<file path="config.mk">
export PLATFORM = sky130hd
export DESIGN_NAME = lcd_byte_writer
export DESIGN_NICKNAME = d
export VERILOG_FILES = /design/src/rtl/lcd_byte_writer_pkg.sv /design/src/rtl/lcd_byte_writer_delay.sv /design/src/rtl/lcd_byte_writer.sv
export SDC_FILE = /design/constraint.sdc
export NUM_CORES = 1
export LEC_CHECK = 0
export ABC_AREA = 1
export CORE_MARGIN = 1
export CORE_UTILIZATION = 58
export CTS_BUF_LIST = sky130_fd_sc_hd__clkbuf_8
export DETAILED_ROUTE_END_ITERATION = 10
export PLACE_DENSITY = 0.8
export SETUP_SLACK_MARGIN = 0.02
export SYNTH_ARGS = -nofsm -noshare
export SYNTH_HDL_FRONTEND = slang
export SYNTH_SLANG_ARGS = --single-unit
</file>
<file path="constraint.sdc">
create_clock -name Clock -period 3.6 [get_ports Clock]
set_input_delay 0.72 -clock Clock [delete_from_list [all_inputs] [get_ports Clock]]
set_output_delay 0.72 -clock Clock [all_outputs]
set_load 0.03 [all_outputs]
</file>
<file path="src/rtl/lcd_byte_writer_pkg.sv">
// ---------------------------------------------------------------------------
// lcd_byte_writer_pkg
// Shared definitions for the HD44780 byte writer: FSM state encoding,
// well-known command bytes and small helpers used by the top level.
//
// Build option: define LCD_INIT_EN to compile in the automatic 4-bit
// power-up sequence (extra init states, init nibble table, post-waits).
// ---------------------------------------------------------------------------
package lcd_byte_writer_pkg;

    localparam logic [7:0] LCD_CMD_CLEAR = 8'h01;
    localparam logic [7:0] LCD_CMD_HOME  = 8'h02;

`ifdef LCD_INIT_EN
    // Post-nibble execution waits of the power-up sequence, in clocks.
    localparam int INIT_POST_0 = 205000;
    localparam int INIT_POST_1 = 5000;
    localparam int INIT_POST_2 = 2000;
    localparam int INIT_POST_3 = 2000;

    typedef enum logic [3:0] {
        LCD_IDLE,
        LCD_SETUP_HI,
        LCD_PULSE_HI,
        LCD_GAP,
        LCD_SETUP_LO,
        LCD_PULSE_LO,
        LCD_WAIT,
        LCD_INIT_PWR,
        LCD_INIT_WAIT,
        LCD_INIT_SETUP,
        LCD_INIT_PULSE,
        LCD_INIT_NIB
    } lcd_state_e;

    // Nibbles 0..2 are the 8-bit "function set" wake-ups, nibble 3 selects
    // 4-bit mode.
    function automatic logic [3:0] init_nibble(input logic [1:0] idx);
        return (idx == 2'd3) ? 4'h2 : 4'h3;
    endfunction

    function automatic int init_post(input logic [1:0] idx);
        case (idx)
            2'd0:    return INIT_POST_0;
            2'd1:    return INIT_POST_1;
            2'd2:    return INIT_POST_2;
            default: return INIT_POST_3;
        endcase
    endfunction
`else
    typedef enum logic [2:0] {
        LCD_IDLE,
        LCD_SETUP_HI,
        LCD_PULSE_HI,
        LCD_GAP,
        LCD_SETUP_LO,
        LCD_PULSE_LO,
        LCD_WAIT
    } lcd_state_e;
`endif

    // Clear (0x01) and return-home (0x02/0x03) are the slow commands; the
    // controller needs the long execution wait after them.
    function automatic logic is_long_cmd(input logic rs, input logic [7:0] data);
        return (!rs) && (data[7:2] == 6'd0);
    endfunction

endpackage

</file>
<file path="src/rtl/lcd_byte_writer_delay.sv">
// ---------------------------------------------------------------------------
// lcd_delay_timer
// Loadable down-counter shared by every timed state of the LCD writer.
// Loading N-1 on state entry makes a state last exactly N clocks, since the
// FSM leaves the state on the edge where the counter already reads 0.
//
// Ports:
//   Clock     system clock
//   Reset     asynchronous active-low reset (counter clears to 0)
//   load      load load_val this cycle (wins over counting)
//   load_val  value to load
//   done      counter is at 0
// ---------------------------------------------------------------------------
module lcd_delay_timer #(
    parameter int CNT_W = 20
) (
    input  logic             Clock,
    input  logic             Reset,
    input  logic             load,
    input  logic [CNT_W-1:0] load_val,
    output logic             done
);

    logic [CNT_W-1:0] cnt_q;
    logic [CNT_W-1:0] cnt_d;

    // Saturating down-count; a load always takes priority so the FSM can
    // retrigger on the same edge it sees done.
    always_comb begin
        cnt_d = cnt_q;
        if (load) begin
            cnt_d = load_val;
        end else if (cnt_q != '0) begin
            cnt_d = cnt_q - CNT_W'(1);
        end
    end

    always_ff @(posedge Clock or negedge Reset) begin
        if (!Reset) begin
            cnt_q <= '0;
        end else begin
            cnt_q <= cnt_d;
        end
    end

    assign done = (cnt_q == '0);

endmodule

</file>
<file path="src/rtl/lcd_byte_writer.sv">
// ---------------------------------------------------------------------------
// lcd_byte_writer
// Accepts command/data bytes over a valid/ready handshake and writes them to
// an HD44780 LCD in 4-bit mode: high nibble then low nibble, each with its
// own E strobe, with all setup, pulse and execution delays enforced so the
// CPU can issue one write per byte without polling.
//
// Build option: LCD_INIT_EN runs the 4-bit power-up sequence after reset
// (oReady held low until it completes). Undefined: software initialises.
//
// Ports:
//   Clock     system clock
//   Reset     asynchronous active-low reset
//   iData     byte to write
//   iRS       0 = command, 1 = display data
//   iValid    iData/iRS valid this cycle
//   oReady    idle, a byte is accepted on iValid at the next rising edge
//   oLCD_E    LCD enable strobe
//   oLCD_RS   LCD register select
//   oLCD_RW   LCD read/write, always 0 (write only)
//   oLCD_D    LCD data bus D[7:4]
// ---------------------------------------------------------------------------
module lcd_byte_writer
    import lcd_byte_writer_pkg::*;
#(
    parameter int SETUP_CYC      = 2,
    parameter int PULSE_CYC      = 12,
    parameter int NIBBLE_GAP_CYC = 50,
    parameter int BYTE_WAIT_CYC  = 2000,
    parameter int LONG_WAIT_CYC  = 82000,
    parameter int POWERUP_CYC    = 750000,
    parameter int CNT_W          = 20
) (
    input  logic       Clock,
    input  logic       Reset,
    input  logic [7:0] iData,
    input  logic       iRS,
    input  logic       iValid,
    output logic       oReady,
    output logic       oLCD_E,
    output logic       oLCD_RS,
    output logic       oLCD_RW,
    output logic [3:0] oLCD_D
);

    lcd_state_e       state_q, state_d;
    logic [7:0]       data_q, data_d;
    logic             rs_q, rs_d;
    logic             ready_q, ready_d;
    logic             e_q, e_d;
    logic             lcd_rs_q, lcd_rs_d;
    logic [3:0]       lcd_d_q, lcd_d_d;
`ifdef LCD_INIT_EN
    logic [1:0]       nib_q, nib_d;
`endif

    logic             timer_load;
    logic [CNT_W-1:0] timer_val;
    logic             timer_done;

    function automatic logic [CNT_W-1:0] cyc_m1(input int n);
        return CNT_W'(n - 1);
    endfunction

    lcd_delay_timer #(
        .CNT_W    (CNT_W)
    ) u_timer (
        .Clock    (Clock),
        .Reset    (Reset),
        .load     (timer_load),
        .load_val (timer_val),
        .done     (timer_done)
    );

    // Next-state logic. Every transition reloads the timer with the length
    // of the state being entered, so each state simply waits for done.
    always_comb begin
        state_d    = state_q;
        data_d     = data_q;
        rs_d       = rs_q;
        timer_load = 1'b0;
        timer_val  = '0;
`ifdef LCD_INIT_EN
        nib_d      = nib_q;
`endif
        case (state_q)
            LCD_IDLE: begin
                if (iValid && ready_q) begin
                    data_d     = iData;
                    rs_d       = iRS;
                    state_d    = LCD_SETUP_HI;
                    timer_load = 1'b1;
                    timer_val  = cyc_m1(SETUP_CYC);
                end
            end
            LCD_SETUP_HI: begin
                if (timer_done) begin
                    state_d    = LCD_PULSE_HI;
                    timer_load = 1'b1;
                    timer_val  = cyc_m1(PULSE_CYC);
                end
            end
            LCD_PULSE_HI: begin
                if (timer_done) begin
                    state_d    = LCD_GAP;
                    timer_load = 1'b1;
                    timer_val  = cyc_m1(NIBBLE_GAP_CYC);
                end
            end
            LCD_GAP: begin
                if (timer_done) begin
                    state_d    = LCD_SETUP_LO;
                    timer_load = 1'b1;
                    timer_val  = cyc_m1(SETUP_CYC);
                end
            end
            LCD_SETUP_LO: begin
                if (timer_done) begin
                    state_d    = LCD_PULSE_LO;
                    timer_load = 1'b1;
                    timer_val  = cyc_m1(PULSE_CYC);
                end
            end
            LCD_PULSE_LO: begin
                if (timer_done) begin
                    state_d    = LCD_WAIT;
                    timer_load = 1'b1;
                    timer_val  = is_long_cmd(rs_q, data_q) ? cyc_m1(LONG_WAIT_CYC)
                                                           : cyc_m1(BYTE_WAIT_CYC);
                end
            end
            LCD_WAIT: begin
                if (timer_done) begin
                    state_d = LCD_IDLE;
                end
            end
`ifdef LCD_INIT_EN
            // The reset state costs one clock, so it loads POWERUP_CYC-2 to
            // keep the total power-on wait at POWERUP_CYC clocks.
            LCD_INIT_PWR: begin
                state_d    = LCD_INIT_WAIT;
                timer_load = 1'b1;
                timer_val  = CNT_W'(POWERUP_CYC - 2);
            end
            LCD_INIT_WAIT: begin
                if (timer_done) begin
                    state_d    = LCD_INIT_SETUP;
                    timer_load = 1'b1;
                    timer_val  = cyc_m1(SETUP_CYC);
                end
            end
            LCD_INIT_SETUP: begin
                if (timer_done) begin
                    state_d    = LCD_INIT_PULSE;
                    timer_load = 1'b1;
                    timer_val  = cyc_m1(PULSE_CYC);
                end
            end
            LCD_INIT_PULSE: begin
                if (timer_done) begin
                    state_d    = LCD_INIT_NIB;
                    timer_load = 1'b1;
                    timer_val  = cyc_m1(init_post(nib_q));
                end
            end
            LCD_INIT_NIB: begin
                if (timer_done) begin
                    if (nib_q == 2'd3) begin
                        state_d = LCD_IDLE;
                    end else begin
                        nib_d      = nib_q + 2'd1;
                        state_d    = LCD_INIT_SETUP;
                        timer_load = 1'b1;
                        timer_val  = cyc_m1(SETUP_CYC);
                    end
                end
            end
`endif
            default: begin
                state_d = LCD_IDLE;
            end
        endcase
    end

    // Bus outputs are registered from the next state so they change on the
    // same edge as the state and drop straight to 0 under async reset.
    always_comb begin
        ready_d  = (state_d == LCD_IDLE);
        e_d      = 1'b0;
        lcd_rs_d = 1'b0;
        lcd_d_d  = 4'h0;
        case (state_d)
            LCD_SETUP_HI, LCD_GAP: begin
                lcd_rs_d = rs_d;
                lcd_d_d  = data_d[7:4];
            end
            LCD_PULSE_HI: begin
                e_d      = 1'b1;
                lcd_rs_d = rs_d;
                lcd_d_d  = data_d[7:4];
            end
            LCD_SETUP_LO, LCD_WAIT: begin
                lcd_rs_d = rs_d;
                lcd_d_d  = data_d[3:0];
            end
            LCD_PULSE_LO: begin
                e_d      = 1'b1;
                lcd_rs_d = rs_d;
                lcd_d_d  = data_d[3:0];
            end
`ifdef LCD_INIT_EN
            LCD_INIT_SETUP, LCD_INIT_NIB: begin
                lcd_d_d = init_nibble(nib_d);
            end
            LCD_INIT_PULSE: begin
                e_d     = 1'b1;
                lcd_d_d = init_nibble(nib_d);
            end
`endif
            default: begin
            end
        endcase
    end

    // State, holding and output registers. oReady resets low so the first
    // edge after reset release is what raises it.
    always_ff @(posedge Clock or negedge Reset) begin
        if (!Reset) begin
`ifdef LCD_INIT_EN
            state_q  <= LCD_INIT_PWR;
            nib_q    <= 2'd0;
`else
            state_q  <= LCD_IDLE;
`endif
            data_q   <= 8'h00;
            rs_q     <= 1'b0;
            ready_q  <= 1'b0;
            e_q      <= 1'b0;
            lcd_rs_q <= 1'b0;
            lcd_d_q  <= 4'h0;
        end else begin
            state_q  <= state_d;
`ifdef LCD_INIT_EN
            nib_q    <= nib_d;
`endif
            data_q   <= data_d;
            rs_q     <= rs_d;
            ready_q  <= ready_d;
            e_q      <= e_d;
            lcd_rs_q <= lcd_rs_d;
            lcd_d_q  <= lcd_d_d;
        end
    end

    assign oReady  = ready_q;
    assign oLCD_E  = e_q;
    assign oLCD_RS = lcd_rs_q;
    assign oLCD_RW = 1'b0;
    assign oLCD_D  = lcd_d_q;

endmodule

</file>
==> results of run 1 <==
final cells by class:
cell class / count / area, um^2 / share of cell area
clock buffers: 5 / 68.82 / 0.02798
clock inverters: 3 / 43.79 / 0.01780
inverters: 25 / 96.34 / 0.03917
multi-input cells: 196 / 1042 / 0.4237
flip-flops and latches: 39 / 975.9 / 0.3967
well taps: 46 / 57.56 / 0.02340
repair buffers: 18 / 175.2 / 0.07121
synthesized netlist by cell type (3+ instances only):
master,count
nor2_1,32
nor3_1,10
dfrtp_1,39
o21ai_0,11
a21oi_1,10
nor2_4,3
nand4_1,6
xor2_1,9
nand2_1,67
nor2_2,8
nand3_1,13
inv_1,23
xnor2_1,6
nand2_2,6
logic make-up after synthesis:
logic type | count (synthesis) | share of synthesized area
AND/OR/NAND/NOR | 152 | 0.3370
flip-flops | 39 | 0.4517
buffers and inverters | 30 | 0.06600
AO/OA/AOI/OAI | 26 | 0.07123
XOR/XNOR | 15 | 0.06080
adder cells (fa/ha/maj) | 2 | 0.01158
other | 1 | 0.001735
where the power goes:
part           internal [mW]  switching, mW  leakage, nW
sequential             0.438              0        0.447
clock                  0.206          0.163       0.0581
combinational        0.00973         0.0110        0.591
registers in the layout, summed over array words and instances (netlist names):
| name | count |
|---|---|
| data_q | 8 |
| oLCD_D | 4 |
| oLCD_E | 1 |
| oLCD_RS | 1 |
| oReady | 1 |
| rs_q | 1 |
| state_q | 3 |
| u_timer.cnt_q | 20 |
metrics by stage:
step           area (um^2)  worst slack [ns]  hold WS [ns]  cells
2_1_floorplan         2161             1.833        0.4244    265
4_1_cts               2460             1.431        0.4930    332
6_report              2460             1.444        0.4881    332
5_1_grt               2460             1.309        0.5321    332
3_5_place_dp          2347             1.389        0.4709    324
3_3_place_gp          2347             1.424        0.4601    324
cell usage in the layout, fill, tap and decap left out, types with 3 or more instances in the layout:
cell type / n
xor2_1: 9
clkdlybuf4s50_1: 17
clkbuf_8: 5
dfrtp_1: 39
nor2_2: 8
nor3_1: 10
o21ai_0: 11
nor2_1: 32
nand2_2: 6
nand2_1: 67
xnor2_1: 6
nand3_1: 13
nor2_4: 3
inv_1: 23
nand4_1: 6
a21oi_1: 10
worst min-delay path by stage:
stage	slack (ns)	startpoint	end
after floorplan	0.42	Reset	data_q[0]$_DFF_PN0_
after global placement	0.46	data_q[1]$_DFF_PN0_	data_q[1]$_DFF_PN0_
after detailed placement	0.47	data_q[1]$_DFF_PN0_	data_q[1]$_DFF_PN0_
after CTS	0.49	data_q[0]$_DFF_PN0_	data_q[0]$_DFF_PN0_
after global routing	0.53	data_q[0]$_DFF_PN0_	data_q[0]$_DFF_PN0_
final	0.49	data_q[0]$_DFF_PN0_	data_q[0]$_DFF_PN0_
routing by layer:
layer  global-route usage  share of wire  up-vias
met3              0.04197          0.033       10
met2               0.4664           0.51       38
li1                     -              -      885
met5                    0              0        -
met1               0.3111           0.43      853
met4               0.1395          0.024        0
tightest hold or removal path: stages, from the launching register on:
cell and delay, ns:
dfrtp_1 0.33, nand2_1 0.05, nand2_1 0.08
==> flow_metrics.tcl, run 1 <==
set metrics [dict create \
    reg2reg_slack_ns 1.44 \
    final.setup.tns_ns 0 \
    cp-startpoint "u_timer.cnt_q[0]$_DFFE_PN0P_" \
    r2r_end "u_timer.cnt_q[7]$_DFFE_PN0P_" \
    tritoncts "done" \
    cp_num_buf_inv 3 \
    yosysTopAreaCell "dfrtp_1" \
    ys_seq_area_frac 0.4517 \
    dieWidth_um 63.04 \
    cp-end-kind "register" \
    avgSynthCellArea_um2 8.154 \
    cts_root_buf "clkbuf_8" \
    coreArea_mm2 0.003442 \
    insertion_delay_ns 0.30 \
    hold_violations 0 \
    worst_pin_slew_ns 0.8557 \
    ff2ff_path_depth 11 \
    io_buffers 18 \
    place_congestion 0.8755 \
    yosys-top-cells-area "dfrtp_1, nand2_1, nor2_1" \
    overflow 0 \
    ys_ff_latch 39 \
    grt_max_degree 40 \
    cts_resized 0 \
    start_util 0.6278 \
    cts_buffer_depth 2 \
    grt_pass1_vias 1818 \
    vias_per_cell 5.380 \
    setup_viol 0 \
    critPathArrivalTime_ns 2.34 \
    cts_setup_buffers 0 \
    timing.rr.start "u_timer.cnt_q[0]$_DFFE_PN0P_" \
    grt_pass1_wl_um 8066 \
    max_freq_mhz 463.8 \
    hp-class "reg -> reg" \
    worstPathMaxFanout 11 \
    drt.antenna.violating_nets 0 \
    nNetsFinal 299 \
    timing.max_slew.rel_slack 0.4296 \
    drt_iter0_drc 170 \
    worstPathRequired_ns 3.78 \
    whs_path_depth 2 \
    n_antenna_cell 0 \
    cp-start-kind "register" \
    async_flop_share 1.000 \
    synthesis.instances 265 \
    worstPathCellList "inv_1 > ha_1 > nand2_1 > nor2_1 > nand3_4 > inv_2 > nand2_2 > nand2_2 > inv_1 > o21ai_0 > a21oi_1" \
    rsz0062_at_grt "false" \
    min_period_over_period 0.5989 \
    yosysWarnings 0 \
    area_growth_pct 13.84 \
    status "completed" \
    synth-main-ff-cell "dfrtp_1" \
    synth-edff-count 0 \
    drt_first_pass_iters 4 \
    crit_type "reg -> reg" \
    clk_pin_slew_worst_paths_ns 0.08 \
    synth_top_area_frac 0.4517 \
    cp-endpoint "u_timer.cnt_q[7]$_DFFE_PN0P_" \
    slowest_stage "dfrtp_1" \
    fp.dieH_um 63.04 \
    ir_worst_vdd_uv 429.5 \
    path_depth 11 \
    synth_cell_types 31 \
    drc 0 \
    period_minus_slack_ns 2.156 \
    fin_worst_skew_ns 0.009565 \
    cts_buffers 5 \
    slowest_delay_ns 0.40 \
    wl_um 4564 \
    dp_hpwl_um 3326 \
    p_leak_nw 1.096 \
    drive_gt1_frac 0.1294 \
    cts_hold_buf 0 \
    clock-sinks 39 \
    final-max-slew-violation-count 0 \
    antenna_found_initial 0 \
    critPathTopFamily "simple AND/OR/NAND/NOR gates" \
    wire_per_inst_um 13.75 \
    fin_util 0.7146 \
    num-fill-cells 307 \
    power_density_mw_per_mm2 336.5 \
    ios 20 \
    vias 1786 \
    track_usage 0.2666 \
    drv_cap 0 \
    syn_area_mm2 0.002161 \
    num_rows 21 \
    synthesis.nets 279 \
    dieArea_mm2 0.003973 \
    h-tree-depth 2 \
    p_total_uw 827.7 \
]
(Power assumes the default switching activity.)
==> inputs of run 2 (changes only) <==
Clock period 3.6 ns to 2.1 ns, I/O delays scaled along.
==> flow_metrics.tcl, run 2 (same netlist as run 1, synthesis figures left out) <==
set metrics [dict create \
    status "completed" \
    wl_met3_um 141 \
    track_usage 0.2535 \
    ios 20 \
    num_rows 21 \
    power_density_mw_per_mm2 564.7 \
    max_freq_mhz 525.2 \
    cts_root_buf "clkbuf_8" \
    p_total_mw 1.443 \
    slowest_stage "dfrtp_1" \
    clk_pin_slew_worst_paths_ns 0.08 \
    route.met2.wl_um 2262 \
    cp-start-kind "register" \
    worstPathMaxFanout 6 \
    fp.dieH_um 63.04 \
    cp-end-kind "register" \
    tritoncts "done" \
    r2r_end "u_timer.cnt_q[9]$_DFFE_PN0P_" \
    grt_max_degree 40 \
    setup_viol 0 \
    critPathArrivalTime_ns 2.13 \
    wl_um 4552 \
    drt_iter0_drc 84 \
    dieArea_mm2 0.003973 \
    wire_per_inst_um 13.35 \
    drive_gt1_frac 0.1695 \
    place_congestion 0.9414 \
    slowest_delay_ns 0.42 \
    ir_worst_vdd_uv 636.0 \
    area_growth_pct 18.24 \
    drt.antenna.violating_nets 0 \
    antenna_found_initial 0 \
    vias_per_cell 5.235 \
    timing.max_slew.rel_slack 0.6067 \
    worstPathCellList "nor2_2 > nand2_2 > nor2_4 > nor4b_2 > nand3_1 > a21oi_1" \
    cts_buffer_depth 2 \
    rsz0062_at_grt "false" \
    worstPathRequired_ns 2.33 \
    fin_util 0.7423 \
    nNetsFinal 308 \
    final.setup.tns_ns 0 \
    hold_violations 0 \
    io_buffers 18 \
    overflow 0 \
    drv_cap 0 \
    period_minus_slack_ns 1.904 \
    drc 0 \
    routed.top_layer "met4" \
    final_cell_mix "nand2_1, dfrtp_1, nor2_1" \
    dp_hpwl_um 3223 \
    dieWidth_um 63.04 \
    n_antenna_cell 0 \
    drt_first_pass_iters 4 \
    grt_pass1_vias 1735 \
    coreArea_mm2 0.003442 \
    vias 1785 \
    largest_register "u_timer.cnt_q" \
    start_util 0.6278 \
    h-tree-depth 2 \
    min_period_over_period 0.9067 \
    fin_worst_skew_ns 0.006472 \
    worst_pin_slew_ns 0.5846 \
    cts_hold_buf 0 \
    ff2ff_path_depth 6 \
    hp-class "in -> async" \
    insertion_delay_ns 0.30 \
    crit_type "reg -> reg" \
    grt_pass1_wl_um 7686 \
    clock-sinks 39 \
    reg2reg_slack_ns 0.20 \
    final-max-slew-violation-count 0 \
    timing.rr.start "u_timer.cnt_q[10]$_DFFE_PN0P_" \
    largest_register_ff_count 20 \
    cts_buffers 5 \
    wl_met1_um 2000 \
    layout_commonest_cell "nand2_1" \
    p_leak_nw 1.141 \
]
==> run 2: changes by cell type in the layout (fill, tap and decap cells not counted), sizes merged <==
cell      previous run  this run
buf                  1         9
clkinv               2         1
clkinvlp             0         2
==> run 2: per-stage QoR <==
step	hold slack [ns]	cells	area, um^2	worst slack [ns]
after floorplan	0.1244	265	2161	0.3329
after global placement	0.4008	330	2405	0.1661
after detailed placement	0.4029	330	2405	0.1212
after CTS	0.08191	338	2521	0.1135
after global routing	0.09695	341	2555	0.03728
final	0.06579	341	2555	0.1960
==> run 2: critical path: cells and delay by family, from the launching register on <==
family	cells	cell delay (ns)
simple gates	5	1.20
flops	1	0.42
compound gates	1	0.21
==> run 2: worst max path at each step <==
stage / endpoint / cells after the start / slack (ns) / startpoint
6_report: u_timer.cnt_q[9]$_DFFE_PN0P_ / 6 / 0.20 / u_timer.cnt_q[10]$_DFFE_PN0P_
5_1_grt: u_timer.cnt_q[13]$_DFFE_PN0P_ / 10 / 0.04 / u_timer.cnt_q[4]$_DFFE_PN0P_
4_1_cts: oLCD_RS$_DFF_PN0_ / 11 / 0.11 / u_timer.cnt_q[0]$_DFFE_PN0P_
3_5_place_dp: oLCD_RS$_DFF_PN0_ / 11 / 0.12 / u_timer.cnt_q[0]$_DFFE_PN0P_
3_3_place_gp: oLCD_RS$_DFF_PN0_ / 11 / 0.17 / u_timer.cnt_q[0]$_DFFE_PN0P_
2_1_floorplan: oLCD_RS$_DFF_PN0_ / 11 / 0.33 / u_timer.cnt_q[0]$_DFFE_PN0P_
==> run 2: cell type report <==
cell class	count	area, um^2
clock inverter	3	47.55
timing repair buffer	26	247.7
inverter	25	100.1
timing repair inverter	1	5.005
multi-input combinational	196	1052
fill	266	887.1
tap	46	57.56
sequential	39	975.9
clock buffer	5	68.82
==> run 2: power breakdown <==
part | leakage (nW) | internal (mW) | switching (mW)
Sequential | 0.447 | 0.750 | 0
Clock | 0.0587 | 0.360 | 0.293
Combinational | 0.636 | 0.0206 | 0.0193
==> run 2: timing repair <==
| item | in CTS | in global routing |
|---|---|---|
| endpoints found under the hold margin | 0 | 0 |
| endpoints found under the setup margin | 0 | 19 |
| setup buffers | 0 | 2 |
| resized for setup | 0 | 5 |
==> run 2: layer usage <==
| layer | GRT usage | vias up |
|---|---|---|
| met5 | 0 | - |
| met4 | 0.1395 | 0 |
| met3 | 0.04380 | 11 |
| met2 | 0.4341 | 43 |
| met1 | 0.2990 | 831 |
| li1 | - | 900 |
==> inputs of run 3 (changes only) <==
Settings changed: CTS_CLUSTER_SIZE set to 14, GPL_ROUTABILITY_DRIVEN set to 0, PLACE_DENSITY 0.8 to 0.85.
==> flow_metrics.tcl, run 3 (same netlist as run 1, synthesis figures left out) <==
set metrics [dict create \
    grt_max_degree 27 \
    area_growth_pct 18.30 \
    slowest_stage "dfrtp_1" \
    slowest_delay_ns 0.41 \
    min_period_over_period 0.9119 \
    num-fill-cells 260 \
    ios 20 \
    cp-start-kind "register" \
    layout_commonest_cell "nand2_1" \
    wire_per_inst_um 13.29 \
    largest_register_ff_count 20 \
    final-max-slew-violation-count 0 \
    power_density_mw_per_mm2 591.0 \
    grt_pass1_vias 1762 \
    drive_gt1_frac 0.1599 \
    p_total_mw 1.511 \
    wl_met3_um 202 \
    dieArea_mm2 0.003973 \
    cp_num_buf_inv 1 \
    clock-sinks 39 \
    start_util 0.6278 \
    timing.max_slew.rel_slack 0.6389 \
    clk_pin_slew_worst_paths_ns 0.07 \
    worst_pin_slew_ns 0.5416 \
    cp-startpoint "u_timer.cnt_q[0]$_DFFE_PN0P_" \
    hold_ws_ns 0.1050 \
    hold_violations 0 \
    hp-class "in -> async" \
    p_leak_nw 1.145 \
    largest_register "u_timer.cnt_q" \
    period_minus_slack_ns 1.915 \
    vias 1798 \
    cts_buffers 5 \
    routed.top_layer "met4" \
    rsz0062_at_grt "true" \
    critPathTopFamily "simple AND/OR/NAND/NOR gates" \
    dieWidth_um 63.04 \
    track_usage 0.2507 \
    route.met2.wl_um 2226 \
    final.setup.tns_ns 0 \
    io_buffers 18 \
    h-tree-depth 2 \
    drv_cap 0 \
    overflow 0 \
    crit_type "reg -> reg" \
    worstPathRequired_ns 2.27 \
    ir_worst_vdd_uv 472.0 \
    nNetsFinal 307 \
    cts_root_buf "clkbuf_8" \
    cts_buffer_depth 2 \
    wl_um 4517 \
    vias_per_cell 5.288 \
    coreArea_mm2 0.003442 \
    drt.antenna.violating_nets 0 \
    tritoncts "done" \
    worstPathMaxFanout 6 \
    drt_iter0_drc 136 \
    drt_first_pass_iters 4 \
    fin_util 0.7426 \
    worst_slack_ns 0.1849 \
    wl_met1_um 1964 \
    final_cell_mix "nand2_1, dfrtp_1, nor2_1" \
    antenna_found_initial 0 \
    max_freq_mhz 522.2 \
    num_rows 21 \
    cp-end-kind "register" \
    setup_viol 0 \
    status "completed" \
    dp_hpwl_um 3275 \
    pre_cts_ws_ns 0.1286 \
    fin_worst_skew_ns 0.004288 \
    grt_pass1_wl_um 7659 \
    critPathArrivalTime_ns 2.09 \
    insertion_delay_ns 0.29 \
    drc 0 \
    worstPathCellList "inv_2 > ha_1 > nand3_1 > nor2_2 > nand3_4 > nand2_1 > nand2_1 > nor2_1 > nand3_2 > nor2_4 > nor2_1" \
    fp.dieH_um 63.04 \
    reg2reg_slack_ns 0.18 \
    n_antenna_cell 0 \
    multiInputGateArea_mm2 0.001055 \
    regArea_um2 975.9 \
    timing.rr.start "u_timer.cnt_q[0]$_DFFE_PN0P_" \
]
==> run 3: cell types whose count changed in the layout (fill, tap and decap cells not counted), sizes merged <==
cell / before / now
bufinv: 1 / 2
clkinv: 1 / 0
buf: 9 / 8
==> run 3: through the flow <==
step | cells | instance area, um^2
global placement | 330 | 2392
finish | 340 | 2556
CTS | 338 | 2525
floorplan | 265 | 2161
detailed placement | 330 | 2392
global route | 340 | 2556
==> run 3: power breakdown <==
part / switching (mW) / internal (mW) / leakage (nW)
combinational: 0.0188 / 0.0191 / 0.629
sequential: 0 / 0.751 / 0.447
clock: 0.252 / 0.470 / 0.0695
==> run 3: final cells by class <==
cell class                 count  area share
multi-input combinational    196      0.4126
sequential                    39      0.3818
timing repair buffer          25     0.08908
inverter                      25     0.03916
clock buffer                   5     0.02692
clock inverter                 3     0.02496
tap                           46     0.02252
timing repair inverter         1    0.002937
==> run 3: worst paths after layout <==
path | end | depth (start not counted)
max in group asynchronous | data_q[3]$_DFF_PN0_ | 2
setup / recovery | oLCD_RS$_DFF_PN0_ | 11
hold reg to reg | data_q[1]$_DFF_PN0_ | 2
min in group Clock | data_q[1]$_DFF_PN0_ | 2
setup reg to reg | oLCD_RS$_DFF_PN0_ | 11
hold / removal | u_timer.cnt_q[3]$_DFFE_PN0P_ | 1
==> run 3: layer usage <==
| layer | up-vias | track usage |
|---|---|---|
| met5 | - | 0 |
| li1 | 894 | - |
| met3 | 15 | 0.05292 |
| met4 | 0 | 0.1192 |
| met2 | 45 | 0.4247 |
| met1 | 844 | 0.3008 |
==> run 3: what timing repair did <==
action / 4_1_cts / 5_1_grt
resized for setup: 0 / 6
hold endpoints to repair: 0 / 0
hold buffers: 0 / 0
endpoints found under the setup margin: 0 / 21
buffers inserted: 0 / 1
